[src/rtl/lcd_pkg.sv]
// Shared definitions for the LCD mode scheduler and the text LCD controller:
// one-hot mode codes, scheduler states, LCD character codes and BCD helpers.
package lcd_pkg;

    localparam logic [3:0] MODE_CLOCK = 4'b1000;
    localparam logic [3:0] MODE_SET   = 4'b0100;
    localparam logic [3:0] MODE_SW    = 4'b0010;
    localparam logic [3:0] MODE_ALARM = 4'b0001;

    typedef enum logic [1:0] {
        ST_CLOCK = 2'd0,
        ST_SET   = 2'd1,
        ST_SW    = 2'd2,
        ST_ALARM = 2'd3
    } state_t;

    localparam logic [7:0] LCD_CHAR_SPACE = 8'h20;
    localparam logic [7:0] LCD_CHAR_COLON = 8'h3A;
    localparam logic [7:0] LCD_CHAR_ZERO  = 8'h30;

    function automatic logic bcd_valid(input logic [7:0] b);
        return (b[7:4] <= 4'd9) && (b[3:0] <= 4'd9);
    endfunction

    function automatic logic [3:0] mode_code(input state_t s);
        logic [3:0] m;
        case (s)
            ST_CLOCK: m = MODE_CLOCK;
            ST_SET:   m = MODE_SET;
            ST_SW:    m = MODE_SW;
            ST_ALARM: m = MODE_ALARM;
            default:  m = MODE_CLOCK;
        endcase
        return m;
    endfunction

endpackage

[src/rtl/key_filter.sv]
// Two-flop synchronizer plus stability filter for a raw push button; emits a
// single-cycle press pulse once the key has been stably high for KEY_FILTER cycles.
module key_filter #(
    parameter int KEY_FILTER = 3
) (
    input  logic clk,
    input  logic rst_n,
    input  logic key,
    output logic press
);

    localparam int CW = (KEY_FILTER > 1) ? $clog2(KEY_FILTER) : 1;
    localparam logic [CW-1:0] CNT_LAST = CW'(KEY_FILTER - 1);

    logic          sync1_r;
    logic          sync2_r;
    logic          level_r;
    logic [CW-1:0] cnt_r;
    logic          change_s;

    // The accepted level flips on the cycle the counter completes its run.
    assign change_s = (sync2_r != level_r) && (cnt_r == CNT_LAST);
    assign press    = change_s & sync2_r;

    // Synchronizer, stability counter and accepted level.
    always_ff @(posedge clk or negedge rst_n) begin
        if (!rst_n) begin
            sync1_r <= 1'b0;
            sync2_r <= 1'b0;
            level_r <= 1'b0;
            cnt_r   <= {CW{1'b0}};
        end else begin
            sync1_r <= key;
            sync2_r <= sync1_r;
            if (sync2_r == level_r) begin
                cnt_r <= {CW{1'b0}};
            end else if (change_s) begin
                level_r <= sync2_r;
                cnt_r   <= {CW{1'b0}};
            end else begin
                cnt_r <= cnt_r + CW'(1);
            end
        end
    end

endmodule

[src/rtl/lcd_mode_scheduler.sv]
// Chooses which display mode owns the text LCD and which BCD time source feeds it,
// with debounced mode cycling, alarm pre-emption/timeout and BCD sanity checking.
module lcd_mode_scheduler
    import lcd_pkg::*;
#(
    parameter int KEY_FILTER = 3,
    parameter int ALARM_HOLD = 5000
) (
    input  logic       clk,
    input  logic       resetn,
    input  logic       mode_key,
    input  logic       alarm_req,
    input  logic [7:0] clk_h,
    input  logic [7:0] clk_m,
    input  logic [7:0] clk_s,
    input  logic [7:0] set_h,
    input  logic [7:0] set_m,
    input  logic [7:0] set_s,
    input  logic [7:0] sw_h,
    input  logic [7:0] sw_m,
    input  logic [7:0] sw_s,
    output logic [3:0] enable,
    output logic [7:0] hour,
    output logic [7:0] minute,
    output logic [7:0] second,
    output logic       alarm_ack,
    output logic       bcd_err
);

    localparam int HW = $clog2(ALARM_HOLD);
    localparam logic [HW-1:0] HOLD_LOAD = HW'(ALARM_HOLD - 1);

    state_t        state_r, state_n;
    state_t        saved_r, saved_n;
    logic [HW-1:0] hold_r, hold_n;
    logic          ack_r, ack_n;
    logic          press_s;
    logic          alarm_sync1_r, alarm_sync2_r, alarm_prev_r;
    logic          alarm_pulse_s;
    logic [7:0]    src_h_s, src_m_s, src_s_s;
    logic [3:0]    enable_r;
    logic [7:0]    hour_r, minute_r, second_r;
    logic          bcd_err_r;

    key_filter #(.KEY_FILTER(KEY_FILTER)) u_key_filter (
        .clk   (clk),
        .rst_n (resetn),
        .key   (mode_key),
        .press (press_s)
    );

    assign alarm_pulse_s = alarm_sync2_r & ~alarm_prev_r;

    // Alarm request synchronizer and rising-edge history.
    always_ff @(posedge clk or negedge resetn) begin
        if (!resetn) begin
            alarm_sync1_r <= 1'b0;
            alarm_sync2_r <= 1'b0;
            alarm_prev_r  <= 1'b0;
        end else begin
            alarm_sync1_r <= alarm_req;
            alarm_sync2_r <= alarm_sync1_r;
            alarm_prev_r  <= alarm_sync2_r;
        end
    end

    // Mode FSM next-state; an alarm pulse outranks a simultaneous press.
    always_comb begin
        state_n = state_r;
        saved_n = saved_r;
        hold_n  = hold_r;
        ack_n   = 1'b0;
        if (alarm_pulse_s) begin
            state_n = ST_ALARM;
            hold_n  = HOLD_LOAD;
            if (state_r != ST_ALARM) begin
                saved_n = state_r;
            end else begin
                saved_n = saved_r;
            end
        end else begin
            case (state_r)
                ST_CLOCK: if (press_s) state_n = ST_SET;   else state_n = ST_CLOCK;
                ST_SET:   if (press_s) state_n = ST_SW;    else state_n = ST_SET;
                ST_SW:    if (press_s) state_n = ST_CLOCK; else state_n = ST_SW;
                ST_ALARM: begin
                    if (press_s || (hold_r == {HW{1'b0}})) begin
                        state_n = saved_r;
                        ack_n   = 1'b1;
                    end else begin
                        hold_n = hold_r - HW'(1);
                    end
                end
                default:  state_n = ST_CLOCK;
            endcase
        end
    end

    // Mode FSM state, saved return mode, hold counter and acknowledge pulse.
    always_ff @(posedge clk or negedge resetn) begin
        if (!resetn) begin
            state_r <= ST_CLOCK;
            saved_r <= ST_CLOCK;
            hold_r  <= {HW{1'b0}};
            ack_r   <= 1'b0;
        end else begin
            state_r <= state_n;
            saved_r <= saved_n;
            hold_r  <= hold_n;
            ack_r   <= ack_n;
        end
    end

    // Time source select; the alarm screen shows the running clock.
    always_comb begin
        case (state_r)
            ST_SET: begin
                src_h_s = set_h; src_m_s = set_m; src_s_s = set_s;
            end
            ST_SW: begin
                src_h_s = sw_h;  src_m_s = sw_m;  src_s_s = sw_s;
            end
            default: begin
                src_h_s = clk_h; src_m_s = clk_m; src_s_s = clk_s;
            end
        endcase
    end

    // Output registers; an invalid byte keeps its last good value.
    always_ff @(posedge clk or negedge resetn) begin
        if (!resetn) begin
            enable_r  <= 4'b0000;
            hour_r    <= 8'h00;
            minute_r  <= 8'h00;
            second_r  <= 8'h00;
            bcd_err_r <= 1'b0;
        end else begin
            enable_r <= mode_code(state_r);
            if (bcd_valid(src_h_s)) hour_r   <= src_h_s;
            if (bcd_valid(src_m_s)) minute_r <= src_m_s;
            if (bcd_valid(src_s_s)) second_r <= src_s_s;
            bcd_err_r <= bcd_err_r | ~(bcd_valid(src_h_s) & bcd_valid(src_m_s) & bcd_valid(src_s_s));
        end
    end

    assign enable    = enable_r;
    assign hour      = hour_r;
    assign minute    = minute_r;
    assign second    = second_r;
    assign alarm_ack = ack_r;
    assign bcd_err   = bcd_err_r;

endmodule

[config.mk]
export PLATFORM = sky130hd
export DESIGN_NAME = lcd_mode_scheduler
export DESIGN_NICKNAME = d
export VERILOG_FILES = /design/src/rtl/lcd_pkg.sv /design/src/rtl/key_filter.sv /design/src/rtl/lcd_mode_scheduler.sv
export SDC_FILE = /design/constraint.sdc
export NUM_CORES = 1
export LEC_CHECK = 0
export CELL_PAD_IN_SITES_DETAIL_PLACEMENT = 1
export CELL_PAD_IN_SITES_GLOBAL_PLACEMENT = 1
export CORE_ASPECT_RATIO = 0.75
export CORE_MARGIN = 3
export CORE_UTILIZATION = 49
export CTS_BUF_LIST = sky130_fd_sc_hd__clkbuf_8
export DETAILED_ROUTE_END_ITERATION = 6
export DONT_BUFFER_PORTS = 1
export GPL_TIMING_DRIVEN = 0
export PLACE_DENSITY_LB_ADDON = 0.1
export SLEW_MARGIN = 5
export SYNTH_ARGS = -nofsm -noshare
export SYNTH_HDL_FRONTEND = slang
export SYNTH_SLANG_ARGS = --single-unit
[constraint.sdc]
create_clock -name clk -period 2.55 [get_ports clk]
set_input_delay 0.3825 -clock clk [delete_from_list [all_inputs] [get_ports clk]]
set_output_delay 0.3825 -clock clk [all_outputs]
set_load 0.01 [all_outputs]
Word-level counts from Yosys, hierarchy flattened
Cells that the tools add are included.
- register bits: 55
- bits of input ports: 76
- word-level logic and storage cells: 70
- add/subtract/negate cells: 2
- order comparisons: 6
- equality and inequality tests: 9
- multiplexer cells: 18
- bitwise gates (word level): 8
- reductions and logical operators: 11
- operators by type and width (kind ; number):
    $pmux W8 S2 ; 3
    $mux W13 ; 3
    $le A4 B4 Y1 const B ; 6
    $pmux W4 S4 ; 1
    $logic_not A13 Y1 ; 1
    $sub A13 B1 Y13 const B ; 1
    $mux W2 ; 6
    $pmux W2 S4 ; 1
    $eq A2 B2 Y1 const B ; 3
    $reduce_and A2 Y1 ; 3
    $and A1 B1 Y1 ; 4
    $logic_and A1 B1 Y1 ; 4
    $mux W1 ; 4
    $ne A2 B2 Y1 const B ; 2
    $ne A3 B3 Y1 const B ; 1
    $not A1 Y1 ; 3
    $add A2 B1 Y2 const B ; 1
    $eq A2 B1 Y1 const B ; 1
    $logic_not A2 Y1 ; 1
    $reduce_bool A2 Y1 ; 1
    $eq A1 B1 Y1 ; 1
    $logic_or A1 B1 Y1 ; 1
    $ne A1 B1 Y1 ; 1
    $or A1 B1 Y1 ; 1

Logic depth before layout (Yosys ltp)
Gate-level depths: netlist of the first run.
- depth in word-level cells: 8
- gate-level depth with buffers: 9
- depth with buffers taken out: 7

Modules after synthesis
A second synthesis of the first run with hierarchy kept.
- cells, all modules: 261
- area, all modules: 2752.6 µm²
- modules (own cells, without submodules) (module ; times used ; cells each ; area each (µm²) ; seq. area each (µm²)):
    lcd_mode_scheduler ; 1 ; 250 ; 2570.0 ; 1251.2
    key_filter ; 1 ; 11 ; 182.7 ; 125.1

Worst setup path after synthesis of the first run
No wires, ideal clock.
- kind: flip-flop to flip-flop
- from: register state_r[1]
- to: register minute_r[0], in the netlist minute[0]
- setup time: 0.125 ns
- data arrival time: 1.973 ns
- required time: 2.425 ns
- setup slack: 0.452 ns
- stages on the path, launching flop included: 10
- path through: dfrtp_1 -> inv_1 -> ha_1 -> buf_2 -> buf_2 -> a22oi_1 -> a21oi_1 -> o21a_1 -> nor2_4 -> mux2_2
- longest elaborated chain between the ends: 4
- RTL lines (item ; line ; RTL):
    from (decl) ; lcd_mode_scheduler.sv:33 ; state_t state_r, state_n;
    from (signal assigned) ; lcd_mode_scheduler.sv:107 ; state_r <= state_n;
    $eq A2 B2 Y1 / $eq A2 B1 Y1 (equally long branches) ; lcd_mode_scheduler.sv:116 ; case (state_r)
    $pmux W8 S2 * ; lcd_mode_scheduler.sv:116 ;
    $le A4 B4 Y1 ; lcd_pkg.sv:22 ; return (b[7:4] <= 4'd9) && (b[3:0] <= 4'd9);
    $logic_and A1 B1 Y1 ; lcd_pkg.sv:22 ;
    to (signal assigned) ; lcd_mode_scheduler.sv:140 ; if (bcd_valid(src_m_s)) minute_r <= src_m_s;
    to (decl) ; lcd_mode_scheduler.sv:42 ; logic [7:0] hour_r, minute_r, second_r;
Every way passes the cells marked *; elsewhere a longest branch is shown, timed or not.
A chain may end at the register's enable or synchronous reset.

Final worst setup path of the first run
- from: register state_r[0]
- to: register minute_r[3], in the netlist minute[3]
Same word-level chain as after synthesis.

==> results of run 1 <==
[how the worst max path moves through the flow]
| stage | from | cells after the start | to |
|---|---|---|---|
| floorplan | state_r[1] | 9 | minute[0] |
| global placement | state_r[0] | 8 | minute[0] |
| detailed placement | state_r[0] | 8 | minute[6] |
| CTS | state_r[0] | 10 | minute[3] |
| global route | state_r[1] | 11 | minute[3] |
| finish | state_r[0] | 10 | minute[3] |
[state kept, by name, indices dropped and copies added, names as in the netlist]
signal,cells
hour,8
u_key_filter.sync2_r,1
u_key_filter.sync1_r,1
saved_r,2
enable,4
alarm_sync1_r,1
state_r,2
u_key_filter.level_r,1
minute,8
alarm_ack,1
u_key_filter.cnt_r,2
alarm_sync2_r,1
alarm_prev_r,1
bcd_err,1
hold_r,13
second,8
[cell usage after synthesis (all sizes together) (5+ instances only)]
cell,number,area share
a22oi,24,0.065
mux2,21,0.085
nor3,7,0.013
a21oi,24,0.043
dfrtp,55,0.49
xnor2,9,0.028
clkbuf,5,0.010
nand2,5,0.0067
inv,5,0.0067
buf,8,0.017
o22a,6,0.019
nor4,5,0.011
nor2,36,0.059
o21a,6,0.016
ha,7,0.031
[stage by stage]
| step | setup slack, ps | instances | cell area, sq um | util |
|---|---|---|---|---|
| detailed placement | -7.68 | 331 | 2880 | 0.532 |
| finish | 122 | 342 | 3050 | 0.564 |
| floorplan | 452 | 256 | 2780 | - |
| global placement | 66.0 | 331 | 2880 | 0.532 |
| global route | -10.7 | 342 | 3050 | 0.564 |
| CTS | 20.3 | 342 | 3030 | 0.560 |
[cells in the final DEF (no fill, tap or decap), types with 3 or more instances in the layout]
cell / n
inv_1: 5
o22a_1: 6
ha_1: 7
dfrtp_1: 53
clkbuf_4: 5
a22oi_1: 24
o21ai_0: 3
o21a_1: 6
a21oi_1: 23
clkbuf_8: 7
xnor2_1: 9
nor4_1: 5
nor2_1: 32
nor3_1: 7
nor2_4: 4
mux2_2: 21
nand2_1: 5
or3_1: 3
[critical path, stage by stage (launching register included)]
cell and delay, ps:
dfrtp_2 440, inv_1 100, ha_1 340, clkbuf_4 200, clkbuf_4 210, a21oi_1 270
o21a_1 250, nor2_4 50, buf_12 140, buf_4 140, o22a_1 170
[kinds of logic after synthesis]
family / count (synthesis)
compound gates: 73
xor+xnor: 9
fa+ha+maj: 7
buf+inv: 19
flops: 55
mux: 21
simple gates: 72
[power groups by stage]
stage | registers (mW) | logic [mW] | clock network (mW)
5_1_grt | 1.62 | 3.29 | 0.538
6_report | 1.58 | 2.98 | 0.477
2_1_floorplan | 1.51 | 2.18 | 0
3_5_place_dp | 1.59 | 2.71 | 0
3_3_place_gp | 1.58 | 2.63 | 0
4_1_cts | 1.58 | 2.93 | 0.502
[layout make-up]
| class | instances | area, sq um | area share |
|---|---|---|---|
| Buffer | 14 | 100 | 0.0328 |
| Tap cell | 75 | 93.8 | 0.0308 |
| Multi-Input combinational cell | 182 | 1310 | 0.428 |
| Clock buffer | 6 | 82.6 | 0.0271 |
| Clock inverter | 1 | 5.00 | 0.00164 |
| Inverter | 5 | 18.8 | 0.00615 |
| Sequential cell | 55 | 1380 | 0.452 |
| Timing Repair Buffer | 4 | 65.1 | 0.0213 |
[per-layer routing]
| metal | wire (um) | part of all wire | GRT usage |
|---|---|---|---|
| met1 | 3090 | 0.44 | 0.298 |
| met2 | 3390 | 0.48 | 0.332 |
| met3 | 525 | 0.075 | 0.0661 |
| met4 | 35 | 0.0050 | 0.0472 |
| met5 | 0 | 0 | 0 |
[repair_timing]
action	CTS	global route
endpoints found under the hold margin	55	0
gates resized for setup	0	12
endpoints found under the setup margin	6	21
buffers inserted	2	0
pin swaps	1	0
hold buffers	2	0
==> reports/metrics.yaml, run 1 <==
die:
  pin_count: 106
  std_cell_rows: 23
  die_w_um: 93.0
  initial_utilization: 0.515
  die_area_sq_um: 6630
  fp.dieH_um: 71.3
  coreArea_sq_um: 5410
detailed_routing:
  drcViolationCount: 0
  drtPass1Iterations: 4
  avgViaCountPerCell: 6.16
  final_antenna_net_count: 0
  drt-total-wl_mm: 7.05
  wire_per_inst_um: 20.6
  vias: 2108
  drtIter0Drc: 86
global_route:
  grt_usage: 0.214
  overflow: 0
  grt_max_degree: 56
  grt_antenna_before_repair: 0
  grt_pass1_vias: 2215
  grt_pass1_wl_mm: 11.2
placed_design:
  gp_congestion: 0.748
  hpwl_mm: 5.21
  io_buffers: 0
run_status:
  status: "completed"
job:
  cap_violations: 0
synthesis:
  synthCells: 256
  synth_top_family_by_area: "compound AO/OA/AOI/OAI gates"
  avgSynthCellArea_sq_um: 10.9
  synth_edf_count: 0
  synth.area.mux_share: 0.0849
  synth-xor-area-share: 0.0283
  yosysSeqAreaShare: 0.494
  synth_fa_ha_area_frac: 0.0315
  netlist_area_sq_um: 2780
  synth_simple_gate_area_share: 0.142
  synth_cell_types: 41
  ys_seq_elements: 55
  async_reset_ff_frac: 1.00
  ys_warn_count: 0
  syn_nets: 339
  synth_ff_type: "dfrtp_1"
  synth_compound_area_frac: 0.182
pwr:
  vdd_drop_max_uv: 1070
  power.leakage_nw: 1.26
  combinationalPowerShare: 0.592
  switching_share: 0.430
  switching_power_mw: 2.16
  total_power_mw: 5.04
  p_clk_frac: 0.095
  pwr-share-seq: 0.313
  powerDensity_nw_per_um2: 1650
  p_int_mw: 2.87
sta:
  hold_viol_final: 0
  slew_headroom: 0.683
  clock.fmax_ghz: 0.412
  min_period_ps: 2430
  fin_crit_sh: 0.952
  drv_slew: 0
  whs_ps: 105
  fin_setup_tns_ps: 0
  setup_violations: 0
  worst_slew_pin_slew_ps: 471
  rsz0062_at_grt: "true"
  fin_skew_ps: 2.51
worst_setup_path:
  startpoint_type: "flip-flop"
  rr_worst_depth: 10
  crit_path_end_kind: "flip-flop"
  crit_type: "reg -> reg"
  r2r_setup_slack_ps: 120
  worst-path-max-fanout: 10
  r2r-end: "minute[3]"
  crit_arrival_ps: 2620
  critical_path_required_ps: 2740
  rr_startpoint: "state_r[0]"
min_path:
  hold_path_class: "in -> reg"
  worstHoldStart: "alarm_req"
  worst_hold_path.endpoint: "alarm_sync1_r"
  hold_depth: 0
clock_tree:
  clockRootBuffer: "clkbuf_8"
  htree_levels: 2
  cts_tree: "yes"
  cts_max_path_buffers: 2
  clock_sinks: 55
  clkSlewWorstSetupHoldPaths_ps: 90
  clk_latency_ps: 300
  numCtsBuffers: 5
finish:
  nets: 350
  fill_cells: 626
  drive_above_1_share: 0.199
  synthToLayoutAreaGrowth_pct: 9.62
  n_antenna_cell: 0
Note: power is estimated with default switching activity, not from simulation.
==> inputs of run 2 (changes only) <==
--- a/config.mk
+++ b/config.mk
@@ -9,11 +9,12 @@
 export CELL_PAD_IN_SITES_GLOBAL_PLACEMENT = 1
 export CORE_ASPECT_RATIO = 0.75
 export CORE_MARGIN = 3
-export CORE_UTILIZATION = 49
+export CORE_UTILIZATION = 45
 export CTS_BUF_LIST = sky130_fd_sc_hd__clkbuf_8
 export DETAILED_ROUTE_END_ITERATION = 6
 export DONT_BUFFER_PORTS = 1
 export GPL_TIMING_DRIVEN = 0
+export HOLD_SLACK_MARGIN = 0.06
 export PLACE_DENSITY_LB_ADDON = 0.1
 export SLEW_MARGIN = 5
 export SYNTH_ARGS = -nofsm -noshare
==> constraint.sdc (replaced) <==
create_clock -name clk -period 2.2 [get_ports clk]
set_input_delay 0.33 -clock clk [delete_from_list [all_inputs] [get_ports clk]]
set_output_delay 0.33 -clock clk [all_outputs]
set_load 0.01 [all_outputs]
==> run 2 against run 1 <==
  * Power increased by 30%
  * Clock skew increased by 3.3 ps
  * Non-clock buffer count increased by 10
  * Sequential power increased by 16%
  * Critical path depth decreased by 1
  * Utilization decreased by 0.71 points
  * Hold slack improved by 210 ps
  * First-iteration DRC count decreased by 17%
  * Clock power increased by 17%
  * Largest cell class is now multi-input combinational cells
  * Highest routed layer unchanged
  * Wire length increased by 7.8%
  * Critical path type unchanged
  * Die area increased by 8.2%
  * Register-to-register slack got worse by 70 ps
==> reports/metrics.yaml, run 2 (synthesis results as in run 1) <==
pwr:
  power.leakage_nw: 1.33  # +5.3%
  switching_power_mw: 2.78  # +29%
  switching_share: 0.424  # -0.00580
  vdd_drop_max_uv: 850  # -21%
  combinationalPowerShare: 0.637  # +0.045
  p_clk_frac: 0.085  # -0.010
  total_power_mw: 6.57  # +30%
  p_int_mw: 3.78  # +32%
  powerDensity_nw_per_um2: 2000  # +21%
  pwr-share-seq: 0.278  # -0.035
sta:
  slew_headroom: 0.655  # -0.0276
  hold_viol_final: 0  # unchanged
  fin_crit_sh: 0.978  # +0.0252
  drv_slew: 0  # unchanged
  whs_ps: 317  # +211 ps
  fin_skew_ps: 5.79  # +3.27 ps
  setup_violations: 0  # unchanged
  worst_slew_pin_slew_ps: 512  # +41.0 ps
  min_period_ps: 2150  # -278 ps
  clock.fmax_ghz: 0.465  # +13%
die:
  pin_count: 106  # unchanged
  die_area_sq_um: 7180  # +8.2%
  die_w_um: 96.8  # +4.1%
  coreArea_sq_um: 5890  # +8.8%
  initial_utilization: 0.473  # -0.0416
  std_cell_rows: 24  # +4.3%
  fp.dieH_um: 74.1  # +4.0%
detailed_routing:
  avgViaCountPerCell: 6.02  # -2.4%
  wire_per_inst_um: 21.3  # +3.2%
  drcViolationCount: 0  # unchanged
  drtIter0Drc: 71  # -17%
  drtPass1Iterations: 4  # unchanged
  final_antenna_net_count: 0  # unchanged
  vias: 2148  # +1.9%
  drt-total-wl_mm: 7.59  # +7.8%
worst_setup_path:
  crit_type: "reg -> reg"
  critical_path_required_ps: 2400  # -340 ps
  startpoint_type: "flip-flop"
  crit_start: "state_r[1]"
  worst-path-max-fanout: 10  # unchanged
  crit_arrival_ps: 2350  # -270 ps
  rr_startpoint: "state_r[1]"
  crit_path_end_kind: "flip-flop"
global_route:
  grt_usage: 0.202  # -0.0120
  grt_pass1_vias: 2229  # +0.63%
  overflow: 0  # unchanged
  grt_antenna_before_repair: 0  # unchanged
  grt_max_degree: 56  # unchanged
  grt_pass1_wl_mm: 11.4  # +2.4%
placed_design:
  placed_cells: 334  # +0.91%
  io_buffers: 0  # unchanged
  gp_congestion: 0.729  # -2.6%
  hpwl_mm: 5.33  # +2.3%
finish:
  drive_above_1_share: 0.280  # +0.0811
  synthToLayoutAreaGrowth_pct: 17.8
  final_common_cell: "dfrtp_1"
  largest_register_ff_count: 13  # unchanged
  final_cell_mix: "53 x dfrtp_1, 32 x nor2_1, 21 x a21oi_1, 21 x mux2_2, 16 x a22oi_1"
  ff_latch_area_sq_um: 1380  # unchanged
  fin_cells: 357  # +4.4%
  n_antenna_cell: 0  # unchanged
  largest_register: "hold_r"
  multi_input_area_sq_um: 1410  # +7.5%
  fill_cells: 663  # +5.9%
  nets: 361  # +3.1%
min_path:
  hold_path_class: "in -> reg"
  worstHoldStart: "clk_m[0]"
clock_tree:
  clk_latency_ps: 310  # about the same
  htree_levels: 2  # unchanged
  clockRootBuffer: "clkbuf_8"
  clkSlewWorstSetupHoldPaths_ps: 100  # about the same
  clock_sinks: 55  # unchanged
  cts_max_path_buffers: 2  # unchanged
  numCtsBuffers: 5  # unchanged
  cts_tree: "yes"
job:
  cap_violations: 0  # unchanged
run_status:
  status: "completed"
-- run 2: cell types whose count changed in the layout (fill, tap and decap cells not counted), moves of 3 or more --
cell	previous run	this run
buf_4	1	12
a22oi_1	24	16
a22oi_2	0	8
clkbuf_4	5	1
ha_1	7	4
ha_4	0	3
-- run 2: worst max-delay path, stage by stage, from the launching register on --
cell and delay [ps]:
dfrtp_2 430, buf_4 150, ha_4 200, buf_6 160, a22oi_2 160, a21oi_2 90, o21a_1 230, nor2_4 140
buf_12 140, mux2_2 330
-- run 2: power by group through the flow --
stage	clock [mW]	sequential, mW	combinational (mW)
after floorplan	0	1.75	2.53
after CTS	0.570	1.82	3.88
after global placement	0	1.84	3.09
final	0.556	1.83	4.18
after global routing	0.614	1.87	4.58
after detailed placement	0	1.85	3.18
-- run 2: area by class of cell --
class,count,share of cell area
plain buffers,12,0.0359
clock buffers,5,0.0210
clock inverters,3,0.00496
inverters,5,0.00649
multi-input cells,183,0.429
flip-flops and latches,55,0.421
well taps,78,0.0298
repair buffers,16,0.0527
-- run 2: what timing repair did --
item                                    4_1_cts  5_1_grt
endpoints found under the setup margin       25       23
cloned                                        1        0
hold buffers                                  4        0
setup buffers                                 9        3
gates resized for setup                      21       19
pin swaps                                     5        6
endpoints found under the hold margin        57        0
-- run 2: layer usage --
metal / share of wire / track usage / vias up
met5: 0 / 0 / -
met4: 0.015 / 0.0592 / 0
met3: 0.077 / 0.0656 / 9
met2: 0.47 / 0.313 / 70
met1: 0.44 / 0.275 / 1085
li1: - / - / 984
-- run 2: through the flow --
| step | setup slack [ps] | setup TNS (ps) | cell area, sq um | utilization |
|---|---|---|---|---|
| after detailed placement | -352 | -6080 | 2880 | 0.490 |
| after floorplan | 102 | 0 | 2780 | - |
| after CTS | 1.75 | 0 | 3170 | 0.539 |
| after global routing | -26.1 | -177 | 3280 | 0.557 |
| after global placement | -336 | -5470 | 2880 | 0.490 |
| final | 49.4 | 0 | 3280 | 0.557 |
-- run 2: final timing paths --
path                                  to  slack, ps  cells after the start
max                            second[4]         50                      9
min                            minute[0]        320                      3
max reg2reg                    second[4]         50                      9
min reg2reg                alarm_sync2_r        360                      0
max in group asynchronous     state_r[1]       1410                      2
min in group asynchronous      hold_r[4]        530                      2
